[src/rtl/recovery_ctrl.sv]
// Lockstep rollback controller: on an analyzer mismatch it halts both cores, restores their
// register files from the checkpoint RF, reloads the last agreed PC, or goes fatal on repeats.
module recovery_ctrl #(
    parameter int unsigned NREGS        = 32,
    parameter int unsigned AW           = 5,
    parameter int unsigned DW           = 32,
    parameter int unsigned DRAIN_CYCLES = 4,
    parameter int unsigned MAX_RETRY    = 3,
    parameter logic [DW-1:0] BOOT_ADDR  = 32'h0000_0080
) (
    input  logic          clk_i,
    input  logic          rst_ni,
    input  logic          error_i,
    input  logic          commit_i,
    input  logic [DW-1:0] commit_pc_i,
    output logic          halt_o,
    output logic [AW-1:0] ckpt_raddr_o,
    input  logic [DW-1:0] ckpt_rdata_i,
    output logic          rf_we_o,
    output logic [AW-1:0] rf_waddr_o,
    output logic [DW-1:0] rf_wdata_o,
    output logic          pc_we_o,
    output logic [DW-1:0] pc_o,
    output logic          busy_o,
    output logic          fatal_o,
    output logic [15:0]   recov_cnt_o
);

    localparam int unsigned DCW = (DRAIN_CYCLES > 1) ? $clog2(DRAIN_CYCLES) : 1;
    localparam int unsigned RW  = (MAX_RETRY > 0) ? $clog2(MAX_RETRY + 1) : 1;

    typedef enum logic [2:0] {
        StIdle,
        StDrain,
        StRestore,
        StLoadPc,
        StResume,
        StFail
    } state_e;

    state_e          state_q, state_d;
    logic [DCW-1:0]  drain_q, drain_d;
    logic [RW-1:0]   retry_q, retry_d;
    logic [DW-1:0]   ckpt_pc_q, ckpt_pc_d;
    logic [AW-1:0]   raddr_q, raddr_d;
    logic            rf_we_q, rf_we_d;
    logic [AW-1:0]   rf_waddr_q, rf_waddr_d;
    logic [DW-1:0]   wdata_q;
    logic            pc_we_q, pc_we_d;
    logic [DW-1:0]   pc_q, pc_d;
    logic [15:0]     recov_q, recov_d;
    logic            halt_q, halt_d;
    logic            busy_q, busy_d;
    logic            fatal_q, fatal_d;

    always_comb begin
        state_d    = state_q;
        drain_d    = drain_q;
        retry_d    = retry_q;
        ckpt_pc_d  = ckpt_pc_q;
        raddr_d    = raddr_q;
        rf_we_d    = 1'b0;
        rf_waddr_d = rf_waddr_q;
        pc_we_d    = 1'b0;
        pc_d       = pc_q;
        recov_d    = recov_q;

        case (state_q)
            StIdle: begin
                if (error_i) begin
                    if (retry_q == RW'(MAX_RETRY)) begin
                        state_d = StFail;
                    end else begin
                        state_d = StDrain;
                        drain_d = DCW'(DRAIN_CYCLES - 1);
                    end
                end else if (commit_i) begin
                    ckpt_pc_d = commit_pc_i;
                    retry_d   = '0;
                end
            end
            StDrain: begin
                if (drain_q == '0) begin
                    state_d = StRestore;
                    raddr_d = AW'(1);
                end else begin
                    drain_d = drain_q - 1'b1;
                end
            end
            StRestore: begin
                // raddr wraps to 0 after the last read; 0 then marks the restore as finished.
                if (raddr_q == '0) begin
                    state_d = StLoadPc;
                    pc_we_d = 1'b1;
                    pc_d    = ckpt_pc_q;
                end else begin
                    rf_we_d    = 1'b1;
                    rf_waddr_d = raddr_q;
                    raddr_d    = (raddr_q == AW'(NREGS - 1)) ? '0 : raddr_q + 1'b1;
                end
            end
            StLoadPc: begin
                state_d = StResume;
            end
            StResume: begin
                state_d = StIdle;
                if (retry_q != RW'(MAX_RETRY)) begin
                    retry_d = retry_q + 1'b1;
                end
                if (recov_q != 16'hFFFF) begin
                    recov_d = recov_q + 16'd1;
                end
            end
            StFail: begin
                state_d = StFail;
            end
            default: begin
                state_d = StIdle;
            end
        endcase

        halt_d  = (state_d != StIdle);
        busy_d  = halt_d && (state_d != StFail);
        fatal_d = (state_d == StFail);
    end

    always_ff @(posedge clk_i) begin
        if (!rst_ni) begin
            state_q    <= StIdle;
            drain_q    <= '0;
            retry_q    <= '0;
            ckpt_pc_q  <= BOOT_ADDR;
            raddr_q    <= '0;
            rf_we_q    <= 1'b0;
            rf_waddr_q <= '0;
            wdata_q    <= '0;
            pc_we_q    <= 1'b0;
            pc_q       <= BOOT_ADDR;
            recov_q    <= '0;
            halt_q     <= 1'b0;
            busy_q     <= 1'b0;
            fatal_q    <= 1'b0;
        end else begin
            state_q    <= state_d;
            drain_q    <= drain_d;
            retry_q    <= retry_d;
            ckpt_pc_q  <= ckpt_pc_d;
            raddr_q    <= raddr_d;
            rf_we_q    <= rf_we_d;
            rf_waddr_q <= rf_waddr_d;
            if (rf_we_q) begin
                wdata_q <= ckpt_rdata_i;
            end
            pc_we_q    <= pc_we_d;
            pc_q       <= pc_d;
            recov_q    <= recov_d;
            halt_q     <= halt_d;
            busy_q     <= busy_d;
            fatal_q    <= fatal_d;
        end
    end

    // The checkpoint RF output register is the write-data stage; wdata_q only holds it afterwards.
    assign rf_wdata_o   = rf_we_q ? ckpt_rdata_i : wdata_q;
    assign halt_o       = halt_q;
    assign ckpt_raddr_o = raddr_q;
    assign rf_we_o      = rf_we_q;
    assign rf_waddr_o   = rf_waddr_q;
    assign pc_we_o      = pc_we_q;
    assign pc_o         = pc_q;
    assign busy_o       = busy_q;
    assign fatal_o      = fatal_q;
    assign recov_cnt_o  = recov_q;

endmodule
[config.mk]
export PLATFORM = sky130hd
export DESIGN_NAME = recovery_ctrl
export DESIGN_NICKNAME = d
export VERILOG_FILES = /design/src/rtl/recovery_ctrl.sv
export SDC_FILE = /design/constraint.sdc
export NUM_CORES = 1
export LEC_CHECK = 0
export BUFFER_PORTS_ARGS = -buffer_cell sky130_fd_sc_hd__buf_2
export CORE_MARGIN = 2
export CORE_UTILIZATION = 54
export DETAILED_ROUTE_END_ITERATION = 7
export PLACE_DENSITY = 0.8
export SETUP_SLACK_MARGIN = 0.05
export SYNTH_ARGS = -nofsm -noshare
export SYNTH_HDL_FRONTEND = slang
export SYNTH_SLANG_ARGS = --single-unit
[constraint.sdc]
create_clock -name clk_i -period 5.22 [get_ports clk_i]
set_clock_uncertainty 0.05 [all_clocks]
set_input_delay 0.522 -clock clk_i [delete_from_list [all_inputs] [get_ports clk_i]]
set_output_delay 0.522 -clock clk_i [all_outputs]
set_load 0.01 [all_outputs]
# == After elaboration in Yosys (flattened, before gate mapping) ==
# Cells that the tools add are included.
# classes
n_bitwise,2
n_reduce_logical,16
addsub,4
eq_ne,19
mux,20
# ops
operator,n
two-way mux 32 bit,1
"!= test 2 bit, second input constant",9
"adder 16 x 1 -> 16 bit, second input constant",1
"!= test 16 bit, second input constant",1
two-way mux 5 bit,3
case mux 3 bit (5 select lines),1
two-way mux 2 bit,6
two-way mux 3 bit,4
case mux 5 bit (2 select lines),1
"equality test 3 bit, second input constant",3
case mux 2 bit (2 select lines),2
AND reduction 2 bit,4
AND reduction 4 bit,2
"equality test 3 x 2 -> 1 bit, second input constant",2
AND reduction 3 bit,2
nonzero test 2 bit,3
"adder 5 x 1 -> 5 bit, second input constant",1
"equality test 5 bit, second input constant",1
logical NOT 5 bit,1
"equality test 3 x 1 -> 1 bit, second input constant",1
logical NOT 3 bit,1
"!= test 3 bit, second input constant",1
nonzero test 3 bit,1
"adder 2 x 1 -> 2 bit, second input constant",1
6 further kinds,8
# totals
in_bits,68
regBits,134
wordCells,75
output_inout_bits,95

# == Logic depth before layout (Yosys ltp) ==
# logic_depth
ltp_word,6
ltp_mapped,8
ltp_nobuf,7

# == Worst setup path before layout ==
# No wires, ideal clock.
# synth_timing
path_type,reg2reg
from,register state_q[0]
to,register recov_q[15] (netlist: recov_cnt_o[15])
setup_ps,70
period_less_slack_ps,2081
path_slack_ps,3139
arrival_time_ps,1960
path_stages_with_launch,6
n_path_buf,1
t_required_ps,5100
path_cell_list,dfxtp_1 -> buf_6 -> or3b_4 -> or4_4 -> or4_1 -> a21oi_1
# synth_via
elab_chain_cells,2
# synth_rtl
element,line,source
from (decl),41,"state_e state_q, state_d;"
from (signal assigned),129,state_q <= StIdle;
from (signal assigned),144,state_q <= state_d;
equality test 3 bit,68,case (state_q)
AND reduction 2 bit (no source line),-,
to (signal assigned),156,recov_q <= recov_d;
to (decl),51,"logic [15:0] recov_q, recov_d;"
# Every way passes these cells.
# A chain may end at the register's enable or synchronous reset.

# == Worst setup path after layout ==
# layout_timing
from,register state_q[2]
to,register busy_q (netlist: busy_o)
# layout_via
elab_chain_cells,4
elab_cells_between_ends,12
cone_classes,eq/ne: 5; mux: 4; reduce/logical: 3
# layout_rtl
element,line,source
"equality test 3 bit, or another cell as far along",68,
case mux 3 bit (5 select lines) *,68,
!= test 3 bit or nonzero test 3 bit (tied branches),"123, 122",
logical AND 1 bit *,123,busy_d = halt_d && (state_d != StFail);
to (signal assigned),158,busy_q <= busy_d;
to (decl),53,"logic busy_q, busy_d;"
# Every way passes the cells marked *; elsewhere a longest branch is shown, timed or not.

==> impl_results.md <==
* # DRC at 0
* TritonCTS Buffers at 17
* Clock Pin Slew Worst Setup and Hold Paths at 0.06 ns
* # diodes at 0
* Worst Setup End Kind: register
* Clock sink count at 134
* Worst hold path class: input port to register
* Post-synthesis sequential area ratio at 0.510
* Fin cells at 884
* Most common cell after layout, fill and taps aside: buf_2
* Die H at 103 microns
* Post-DRT Antenna Nets at 0
* Number of synthesized flops with an enable pin at 0
* Slew HR at 0.192
* Power Density at 378 nW/um^2
* Worst path cell trace: nor3b_1 > nand2_1 > o211ai_1 > o311a_1
* FFs w/ async S/R, synth at 0
* Main flop type after synthesis: dfxtp_1
* Syn Inst Count at 595
* Vias per cell at 5.27
* WL final at 12.0 mm
* Initial Util at 0.549
* CTS tree: yes
* Later-pin clock latency in the skew report at 0.50 ns
* Startpoint types: register
* Seq cells post-synth at 134
* Area Overhead vs Synth at 27.7%
* Worst-Margin Slew at 1.21 ns
* Leak at 2.93 nW
* Global route total overflow at 0
* Port-buffer cells at 162
* Top Ports at 163
* Setup TNS at 0 ns
* Fmax achieved at 0.339 GHz
* Peak supply drop at 199 uV
* Hold Fails Final Rpt at 0
* CP max stage cell: nand2_1
* GPL Wtd Cong at 0.857
* Width of the chip at 103 microns
* Root Driver: clkbuf_8
* Slack of the critical path at 2.27 ns
* Synthesized cell area at 5260 sq um
* Final net count at 812
* CTS max path bufs at 2
* Syn_area_per_cell at 8.84 sq um
* Crit Path Category: register to register
* # Max-Cap Violations at 0
* Die ar. at 10,600 sq um
* Placed instance count at 852
* Hold-fix buffers at CTS at 0
* WP data required at 5.62 ns
* Postcts setup bufs at 0
* Core area at 9590 sq um
* Via count at 4,656
* GR Util All Layers at 0.223
* # setup viols final at 0
* Half-perimeter wire length after detailed placement at 8.04 mm
* First-pass GRT wire length at 18.7 mm
* Status: complete, no violations
* Fill cell count at 740
* Crit path arrival time at 3.34 ns
* DR iter-0 viols at 226
* Total number of yosys warnings at 0
* DP Worst Slack at 2.28 ns
* Power Total at 2.54 mW
* Worst-path maximum fanout at 34
* Vias in the first global route at 4,293
* Share of cells above drive strength 1 at 0.312
* Synth cell types at 49
* Largest net degree at the start of global routing at 52
* Post-CTS sizing at 0
* Initial antenna violation count at 1
* DR WL/cell at 13.6 microns
* Post-layout minimum cycle time at 2.95 ns
* Fin util at 0.700
* CP peak stage delay at 0.90 ns
* Most frequent cells in the layout: buf_2, nand2_1, dfxtp_1
* Tcrit/Tclk final at 0.564
* Initial DRT Pass Iterations at 5
* Synth Net Count at 669
* RSZ-0062 raised after global routing: false
* H-tree depth at 4
* Final-report max-slew violation count at 0
* # rows at 36
==> critical path, delay by kind of cell, from the launching register on <==
kind	cells	cell delay, ns
compound gates	2	0.66
flops	1	0.53
simple gates	2	1.63
==> area by class of cell <==
type	instances	area, sq um	area share
Sequential cell	134	2680	0.399
Tap cell	133	166	0.0248
Clock inverter	12	176	0.0263
Inverter	8	30.0	0.00447
Timing Repair Buffer	166	841	0.125
Multi-Input combinational cell	411	2390	0.355
Clock buffer	20	435	0.0648
==> worst paths after layout <==
kind	slack, ns	depth (start not counted)	startpoint	end
max	2.27	4	state_q[2]$_SDFF_PN0_	busy_o$_SDFF_PN0_
min	0.18	3	commit_pc_i[7]	ckpt_pc_q[7]$_SDFFE_PN1P_
max reg2reg	2.27	4	state_q[2]$_SDFF_PN0_	busy_o$_SDFF_PN0_
min reg2reg	0.40	2	ckpt_pc_q[26]$_SDFFE_PN0P_	pc_o[26]$_SDFFE_PN0P_
==> state kept, by name (all words and copies together) (netlist names), 2 cells and up <==
| register | count |
|---|---|
| wdata_q | 32 |
| rf_waddr_o | 5 |
| pc_o | 32 |
| drain_q | 2 |
| ckpt_raddr_o | 5 |
| recov_cnt_o | 16 |
| retry_q | 2 |
| state_q | 3 |
| ckpt_pc_q | 32 |
==> cells in the mapped netlist, types with 3 or more instances <==
cell type / number / area share
or4_1: 9 / 0.013
dfxtp_1: 134 / 0.51
nor4_1: 6 / 0.0071
o31ai_1: 9 / 0.013
nand4_1: 5 / 0.0059
mux2_2: 32 / 0.068
buf_1: 3 / 0.0021
nand2b_1: 4 / 0.0048
nand2_1: 138 / 0.098
a21oi_1: 81 / 0.077
nand3_1: 9 / 0.0086
and2_1: 35 / 0.042
o21ai_0: 9 / 0.0086
a22oi_1: 3 / 0.0043
clkbuf_1: 37 / 0.026
inv_1: 7 / 0.0050
nor3b_1: 5 / 0.0071
and3_1: 4 / 0.0048
nand3b_1: 6 / 0.0086
mux2i_1: 3 / 0.0057
ha_1: 6 / 0.014
nor2_1: 12 / 0.0086
or3_1: 5 / 0.0059
==> per-stage QoR <==
| step | cell area, sq um | hold WS (ns) |
|---|---|---|
| 6_report | 6720 | 0.182 |
| 5_1_grt | 6720 | 0.171 |
| 4_1_cts | 6720 | 0.162 |
| 3_5_place_dp | 6110 | 0.393 |
| 3_3_place_gp | 6110 | 0.386 |
| 2_1_floorplan | 5260 | 0.382 |
==> per-layer routing <==
metal / GRT usage / share of wire / up-vias
met2: 0.377 / 0.47 / 172
met5: 0 / 0.00092 / -
met4: 0.0882 / 0.0086 / 2
li1: - / - / 2337
met1: 0.258 / 0.43 / 2134
met3: 0.0793 / 0.087 / 11
==> power breakdown <==
part           switching [mW]  total, mW  leakage [nW]  internal [mW]
clock                   0.425       1.21         0.295          0.788
sequential             0.0328       1.10          1.08           1.06
combinational           0.143      0.231          1.56         0.0884
total                   0.601       2.54          2.93           1.94
==> cells by family after synthesis <==
logic type,Yosys count,synth area share
buffers and inverters,50,0.0378
XOR/XNOR,1,0.00166
multiplexers,35,0.0742
flip-flops,134,0.510
adder cells (fa/ha/maj),6,0.0143
AO/OA/AOI/OAI,118,0.128
AND/OR/NAND/NOR,251,0.234
(Power assumes the default switching activity.)
